===== config.mk =====
export PLATFORM = sky130hd
export DESIGN_NAME = booth_pair_multiplier_flat
export DESIGN_NICKNAME = d
export VERILOG_FILES = /design/src/rtl/booth_pair_multiplier_pkg.sv /design/src/rtl/booth_pair_multiplier_if.sv /design/src/rtl/booth_pair_multiplier_recoder.sv /design/src/rtl/booth_pair_multiplier.sv /design/src/flat_wrapper.sv
export SDC_FILE = /design/constraint.sdc
export NUM_CORES = 1
export LEC_CHECK = 0
export CAP_MARGIN = 20
export CORE_ASPECT_RATIO = 0.5
export CORE_MARGIN = 2
export CORE_UTILIZATION = 59
export CTS_CLUSTER_DIAMETER = 50
export DETAILED_ROUTE_END_ITERATION = 7
export PLACE_DENSITY_LB_ADDON = 0.12
export SYNTH_ARGS = -nofsm -noshare
export SYNTH_HDL_FRONTEND = slang
export SYNTH_SLANG_ARGS = --single-unit
export TNS_END_PERCENT = 50

===== constraint.sdc =====
create_clock -name clock -period 8.75 [get_ports clock]
set_input_delay 1.3125 -clock clock [delete_from_list [all_inputs] [get_ports clock]]
set_output_delay 1.3125 -clock clock [all_outputs]
set_load 0.03 [all_outputs]

===== src/rtl/booth_pair_multiplier_pkg.sv =====
// Shared definitions for the radix-4 Booth multiplier slice.
// Contents:
//   ST_IDLE/ST_RUN/ST_DONE - FSM state encoding
//   booth_sel_t, SEL_*     - partial-product select codes from the recoder
//   iter_count()           - number of recoded pairs for a given operand width
package booth_pair_multiplier_pkg;

  localparam logic [1:0] ST_IDLE = 2'd0;
  localparam logic [1:0] ST_RUN  = 2'd1;
  localparam logic [1:0] ST_DONE = 2'd2;

  typedef logic [2:0] booth_sel_t;

  localparam booth_sel_t SEL_ZERO = 3'd0;
  localparam booth_sel_t SEL_PM   = 3'd1;
  localparam booth_sel_t SEL_P2M  = 3'd2;
  localparam booth_sel_t SEL_NM   = 3'd3;
  localparam booth_sel_t SEL_N2M  = 3'd4;

  // One recoded bit pair is consumed per iteration.
  function automatic int iter_count(input int width);
    return width / 2;
  endfunction

endpackage


===== src/rtl/booth_pair_multiplier_if.sv =====
// Operand/result bundle between the bus side and the Booth multiplier.
// Signals:
//   start                    request, operands sampled on the accepting edge
//   multiplicand, multiplier signed operands M and Q
//   busy                     high while iterating
//   done                     one-cycle pulse when z_hi/z_lo hold a new product
//   z_hi, z_lo               registered product halves (feed ZHI/ZLO)
// Modports: master drives requests, slave is the multiplier.
interface booth_pair_multiplier_if #(
  parameter int DATA_WIDTH = 32
);

  logic                  start;
  logic [DATA_WIDTH-1:0] multiplicand;
  logic [DATA_WIDTH-1:0] multiplier;
  logic                  busy;
  logic                  done;
  logic [DATA_WIDTH-1:0] z_hi;
  logic [DATA_WIDTH-1:0] z_lo;

  modport master (
    output start, multiplicand, multiplier,
    input  busy, done, z_hi, z_lo
  );

  modport slave (
    input  start, multiplicand, multiplier,
    output busy, done, z_hi, z_lo
  );

endinterface


===== src/rtl/booth_pair_multiplier_recoder.sv =====
// Combinational radix-4 Booth recoder.
// Ports:
//   triplet  in   {Q[2i+1], Q[2i], Q[2i-1]}
//   sel      out  partial-product select code (0, +M, +2M, -M, -2M)
module booth_pair_multiplier_recoder
  import booth_pair_multiplier_pkg::*;
(
  input  logic [2:0] triplet,
  output booth_sel_t sel
);

  // Standard bit-pair table: value = -2*q1 + q0 + q_minus1.
  always_comb begin
    sel = SEL_ZERO;
    case (triplet)
      3'b000:  sel = SEL_ZERO;
      3'b001:  sel = SEL_PM;
      3'b010:  sel = SEL_PM;
      3'b011:  sel = SEL_P2M;
      3'b100:  sel = SEL_N2M;
      3'b101:  sel = SEL_NM;
      3'b110:  sel = SEL_NM;
      3'b111:  sel = SEL_ZERO;
      default: sel = SEL_ZERO;
    endcase
  end

endmodule


===== src/rtl/booth_pair_multiplier.sv =====
// Sequential signed multiplier using radix-4 Booth recoding, one bit pair
// per clock. The product goes straight to the ZHI/ZLO register pair: z_hi/z_lo
// feed their D inputs and done drives their enable.
// Ports:
//   clock  in   single clock, posedge
//   clear  in   synchronous active-high reset; aborts any operation
//   bus    slave modport of booth_pair_multiplier_if (start, operands,
//          busy, done, z_hi, z_lo)
module booth_pair_multiplier
  import booth_pair_multiplier_pkg::*;
#(
  parameter int DATA_WIDTH = 32
) (
  input  logic                    clock,
  input  logic                    clear,
  booth_pair_multiplier_if.slave  bus
);

  localparam int N  = iter_count(DATA_WIDTH);
  localparam int CW = (N > 1) ? $clog2(N) : 1;
  localparam int PW = 2 * DATA_WIDTH;

  logic [1:0]            state;
  logic [PW-1:0]         m_ext;
  logic [DATA_WIDTH:0]   q_ext;
  logic [PW-1:0]         acc;
  logic [CW-1:0]         count;
  logic [DATA_WIDTH-1:0] z_hi_q;
  logic [DATA_WIDTH-1:0] z_lo_q;

  logic [2:0]            triplet;
  booth_sel_t            sel;
  logic [PW-1:0]         addend;
  logic [PW-1:0]         acc_next;
  logic                  last_iter;

  // q_ext carries Q with the implicit Q[-1]=0 appended at bit 0, so pair i
  // occupies q_ext[2i+2:2i].
  assign triplet   = 3'(q_ext >> {count, 1'b0});
  assign last_iter = (count == CW'(N - 1));

  booth_pair_multiplier_recoder u_recoder (
    .triplet (triplet),
    .sel     (sel)
  );

  // Partial product chosen by the recoder, before weighting by 4^i.
  always_comb begin
    addend = '0;
    case (sel)
      SEL_PM:  addend = m_ext;
      SEL_P2M: addend = m_ext << 1;
      SEL_NM:  addend = ~m_ext + PW'(1);
      SEL_N2M: addend = ~(m_ext << 1) + PW'(1);
      default: addend = '0;
    endcase
  end

  // Weight 4^i is a shift by 2i; carries out of the top bit are dropped.
  assign acc_next = acc + (addend << {count, 1'b0});

  // FSM, operand latches, accumulator and output registers. The product
  // registers only move on the completion edge or on clear, so ZHI/ZLO
  // always see the last finished product.
  always_ff @(posedge clock) begin
    if (clear) begin
      state  <= ST_IDLE;
      m_ext  <= '0;
      q_ext  <= '0;
      acc    <= '0;
      count  <= '0;
      z_hi_q <= '0;
      z_lo_q <= '0;
    end else begin
      case (state)
        ST_IDLE, ST_DONE: begin
          if (bus.start) begin
            m_ext <= {{DATA_WIDTH{bus.multiplicand[DATA_WIDTH-1]}}, bus.multiplicand};
            q_ext <= {bus.multiplier, 1'b0};
            acc   <= '0;
            count <= '0;
            state <= ST_RUN;
          end else begin
            state <= ST_IDLE;
          end
        end
        ST_RUN: begin
          acc   <= acc_next;
          count <= count + CW'(1);
          if (last_iter) begin
            z_hi_q <= acc_next[PW-1:DATA_WIDTH];
            z_lo_q <= acc_next[DATA_WIDTH-1:0];
            state  <= ST_DONE;
          end
        end
        default: state <= ST_IDLE;
      endcase
    end
  end

  assign bus.busy = (state == ST_RUN);
  assign bus.done = (state == ST_DONE);
  assign bus.z_hi = z_hi_q;
  assign bus.z_lo = z_lo_q;

endmodule


===== src/flat_wrapper.sv =====
// flat-port wrapper written by rule: the top's interface ports become plain ports
module booth_pair_multiplier_flat import booth_pair_multiplier_pkg::*;
#(
  parameter int DATA_WIDTH = 32
)
  (clock, clear, bus_start, bus_multiplicand, bus_multiplier, bus_busy, bus_done, bus_z_hi, bus_z_lo);
  booth_pair_multiplier_if #(.DATA_WIDTH(DATA_WIDTH)) bus_i ();
  input  logic clock;
  input  logic clear;
  input wire logic [$bits(bus_i.start)-1:0] bus_start;
  input wire logic [$bits(bus_i.multiplicand)-1:0] bus_multiplicand;
  input wire logic [$bits(bus_i.multiplier)-1:0] bus_multiplier;
  output wire logic [$bits(bus_i.busy)-1:0] bus_busy;
  output wire logic [$bits(bus_i.done)-1:0] bus_done;
  output wire logic [$bits(bus_i.z_hi)-1:0] bus_z_hi;
  output wire logic [$bits(bus_i.z_lo)-1:0] bus_z_lo;
  assign bus_i.start = bus_start;
  assign bus_i.multiplicand = bus_multiplicand;
  assign bus_i.multiplier = bus_multiplier;
  assign bus_busy = bus_i.busy;
  assign bus_done = bus_i.done;
  assign bus_z_hi = bus_i.z_hi;
  assign bus_z_lo = bus_i.z_lo;
  booth_pair_multiplier #(.DATA_WIDTH(DATA_WIDTH)) u_core (.clock(clock), .clear(clear), .bus(bus_i));
endmodule

==> results of run 1 <==
## logic make-up (layout without fill, tap and decap cells)
group / count (synthesis) / in the layout / synth area share, %
compound gates: 632 / 632 / 27.4
xor+xnor: 85 / 85 / 5.05
fa+ha+maj: 69 / 69 / 5.91
buf+inv: 202 / 228 / 5.40
flops: 198 / 198 / 26.9
mux: 83 / 83 / 7.13
simple gates: 721 / 721 / 22.2
## tightest hold or removal path, cell delays in order, from the launching register on
cell     delay, ns
dfxtp_1       0.31
nand2_1       0.05
a21oi_1       0.05
## placed cells by master, fill, tap and decap left out, types with 29 or more instances in the layout
cell | netlist | final
a21o_1 | 47 | 47
a21oi_1 | 251 | 251
a22o_1 | 32 | 32
a22oi_1 | 49 | 49
clkdlybuf4s50_1 | 0 | 131
dfxtp_1 | 198 | 194
ha_1 | 68 | 68
inv_1 | 37 | 37
mux2i_1 | 51 | 51
nand2_1 | 341 | 341
nand3_1 | 30 | 29
nor2_1 | 176 | 173
nor3_1 | 35 | 34
o21ai_0 | 58 | 58
o21ai_1 | 29 | 29
xnor2_1 | 48 | 48
xor2_1 | 37 | 37
## per-layer routing
metal	track usage (%)	vias to the layer above	wire, um
met2	49.8	648	18600
met5	0	-	12
met3	8.65	44	4430
li1	-	7172	-
met1	53.1	7017	22100
met4	7.28	2	510
## cell type report
class | instances | area [um^2] | share of cell area, %
timing repair buffer | 157 | 1510 | 9.04
sequential | 198 | 3970 | 23.8
tap | 336 | 420 | 2.52
inverter | 41 | 154 | 0.922
multi-input combinational | 1590 | 10000 | 60.0
clock buffer | 20 | 457 | 2.73
clock inverter | 10 | 173 | 1.03
## stage by stage
| stage | worst slack, ns | std cells | power (mW) | util, % | hold slack, ns |
|---|---|---|---|---|---|
| detailed placement | 0.680 | 2322 | 1.67 | 66.2 | 0.445 |
| global placement | 0.786 | 2322 | 1.66 | 66.2 | 0.441 |
| global route | 0.123 | 2352 | 2.64 | 68.8 | 0.470 |
| floorplan | 1.65 | 1990 | 1.46 | - | 0.432 |
| finish | 0.435 | 2352 | 2.54 | 68.8 | 0.452 |
| CTS | 0.600 | 2352 | 2.52 | 68.8 | 0.455 |
## power breakdown
group          total, mW  switching (mW)  internal, mW
Combinational      0.701           0.453         0.249
Clock              0.866           0.372         0.494
Sequential         0.971          0.0391         0.932
## final timing paths
check	endpoint	cells after the start
worst max-delay path	u_core.bus.z_hi[28]	25
worst max register to register	u_core.bus.z_hi[28]	25
worst min register to register	u_core.bus.z_hi[4]	2
worst min-delay path	u_core.bus.z_hi[4]	2
## state kept, by name, summed over array words and instances (netlist names)
name,count
u_core.count,4
u_core.m_ext,32
u_core.acc,64
u_core.state,2
u_core.bus.z_lo,32
u_core.q_ext,32
u_core.bus.z_hi,32
==> reports/qor.yml, run 1 <==
yosys:
  synth_edf_count: 0
  ys.warnings.count: 0
  synth_top_area_share_pct: 26.9
  ys_ff_latch: 198
  synth_common_cells: "341 x nand2_1, 251 x a21oi_1, 198 x dfxtp_1"
  ys_types: 90
  synth_ff_type: "dfxtp_1"
  seq_area_frac_synth_pct: 26.9
  avgSynthCellArea_um2: 7.41
  async_reset_ff_share_pct: 0
  syn_area_um2: 14700
  synth_area_leaders: "dfxtp_1 27%, nand2_1 8.7%, a21oi_1 8.5%"
  synth.most_common_cell: "nand2_1"
  netlist_instances: 1990
  yosysTopAreaCell: "dfxtp_1"
  syn_nets: 2126
clock_tree:
  root_buffer: "clkbuf_16"
  clock_latency_ns: 0.47
  cts.sinks: 198
  ctsHoldBuffers: 0
  clk_path_buf_depth: 2
  cts_made_buffers: 17
  cts_resized: 0
  post-cts-setup-buffers: 0
  cts_tree: "yes"
  clk_pin_slew_ns: 0.07
  cts_max_level: 4
min_path:
  hold_path_class: "register to register"
  hp-start: "u_core.bus.z_hi[4]"
timing:
  skew_ns: 0.00984
  rsz0062_at_grt: "false"
  finalHoldViolCount: 0
  period_minus_slack_ns: 8.32
  max_slew_margin_pct: 34.3
  min_period_over_period_pct: 95.0
  finalSetupViolations: 0
  fmax_mhz: 120
  final_max_slew_viol_count: 0
  timing.setup.tns_ns: 0
  timing_worst_slew_pin_value_ns: 0.979
detailed_routing:
  drc: 0
  dr.pass1.iters: 6
  routedWlPerCell_um: 19.4
  ant_nets: 0
  first_iter_violations: 1838
  vias_per_cell: 6.33
  vias: 14883
  wl_um: 45700
worst_setup_path:
  cpMostUsedCell: "mux2i_1"
  r2r_slack_ns: 0.43
  cpMaxStageDelayCell: "a221oi_1"
  crit_family: "compound AO/OA/AOI/OAI gates"
  crit_fanout: 42
  worstSetupStartpointType: "register"
  crit_buf_inv: 2
  slowest_delay_ns: 0.81
  critPathArrivalTime_ns: 8.72
  end_kind: "register"
  criticalPathCategory: "register to register"
  r2r_start: "u_core.count[0]"
  cp_data_required_time_ns: 9.15
  cp-startpoint: "u_core.count[0]"
flow_run:
  max_cap_violations: 0
global_routing:
  grt_max_degree: 93
  grt_pass1_vias: 13064
  antenna_found_initial: 1
  grt_remaining_overflow: 0
  gr-usage-all-layers_pct: 35.1
  grt_pass1_wl_um: 72100
floorplan:
  start_util_pct: 60.7
  ios: 133
  row_count: 40
  core-area_um2: 24300
  dieArea_um2: 26300
  die_y_um: 116
  die_w_um: 228
place:
  routabilityCongestion: 1.01
  port_buffers: 132
  dp_hpwl_um: 34300
  place_area_um2: 16100
power_and_ir_drop:
  leakage_nw: 6.72
  power_density_nw_per_um2: 152
  peakVddDrop_mv: 0.119
status:
  status: "complete, no violations"
layout:
  area_growth_pct: 13.3
  final_area_um2: 16700
  drive_gt1_share_pct: 6.15
  n_antenna_cell: 0
  nFillCells: 2137
  fin_nets: 2141
(Power assumes the default switching activity.)
==> inputs of run 2 (changes only) <==
- CAP_MARGIN: 20 -> 5
- CTS_CLUSTER_DIAMETER: 50 -> 40
==> results of run 2 <==
The final DEF is identical to that of run 1; final timing and power are the same.
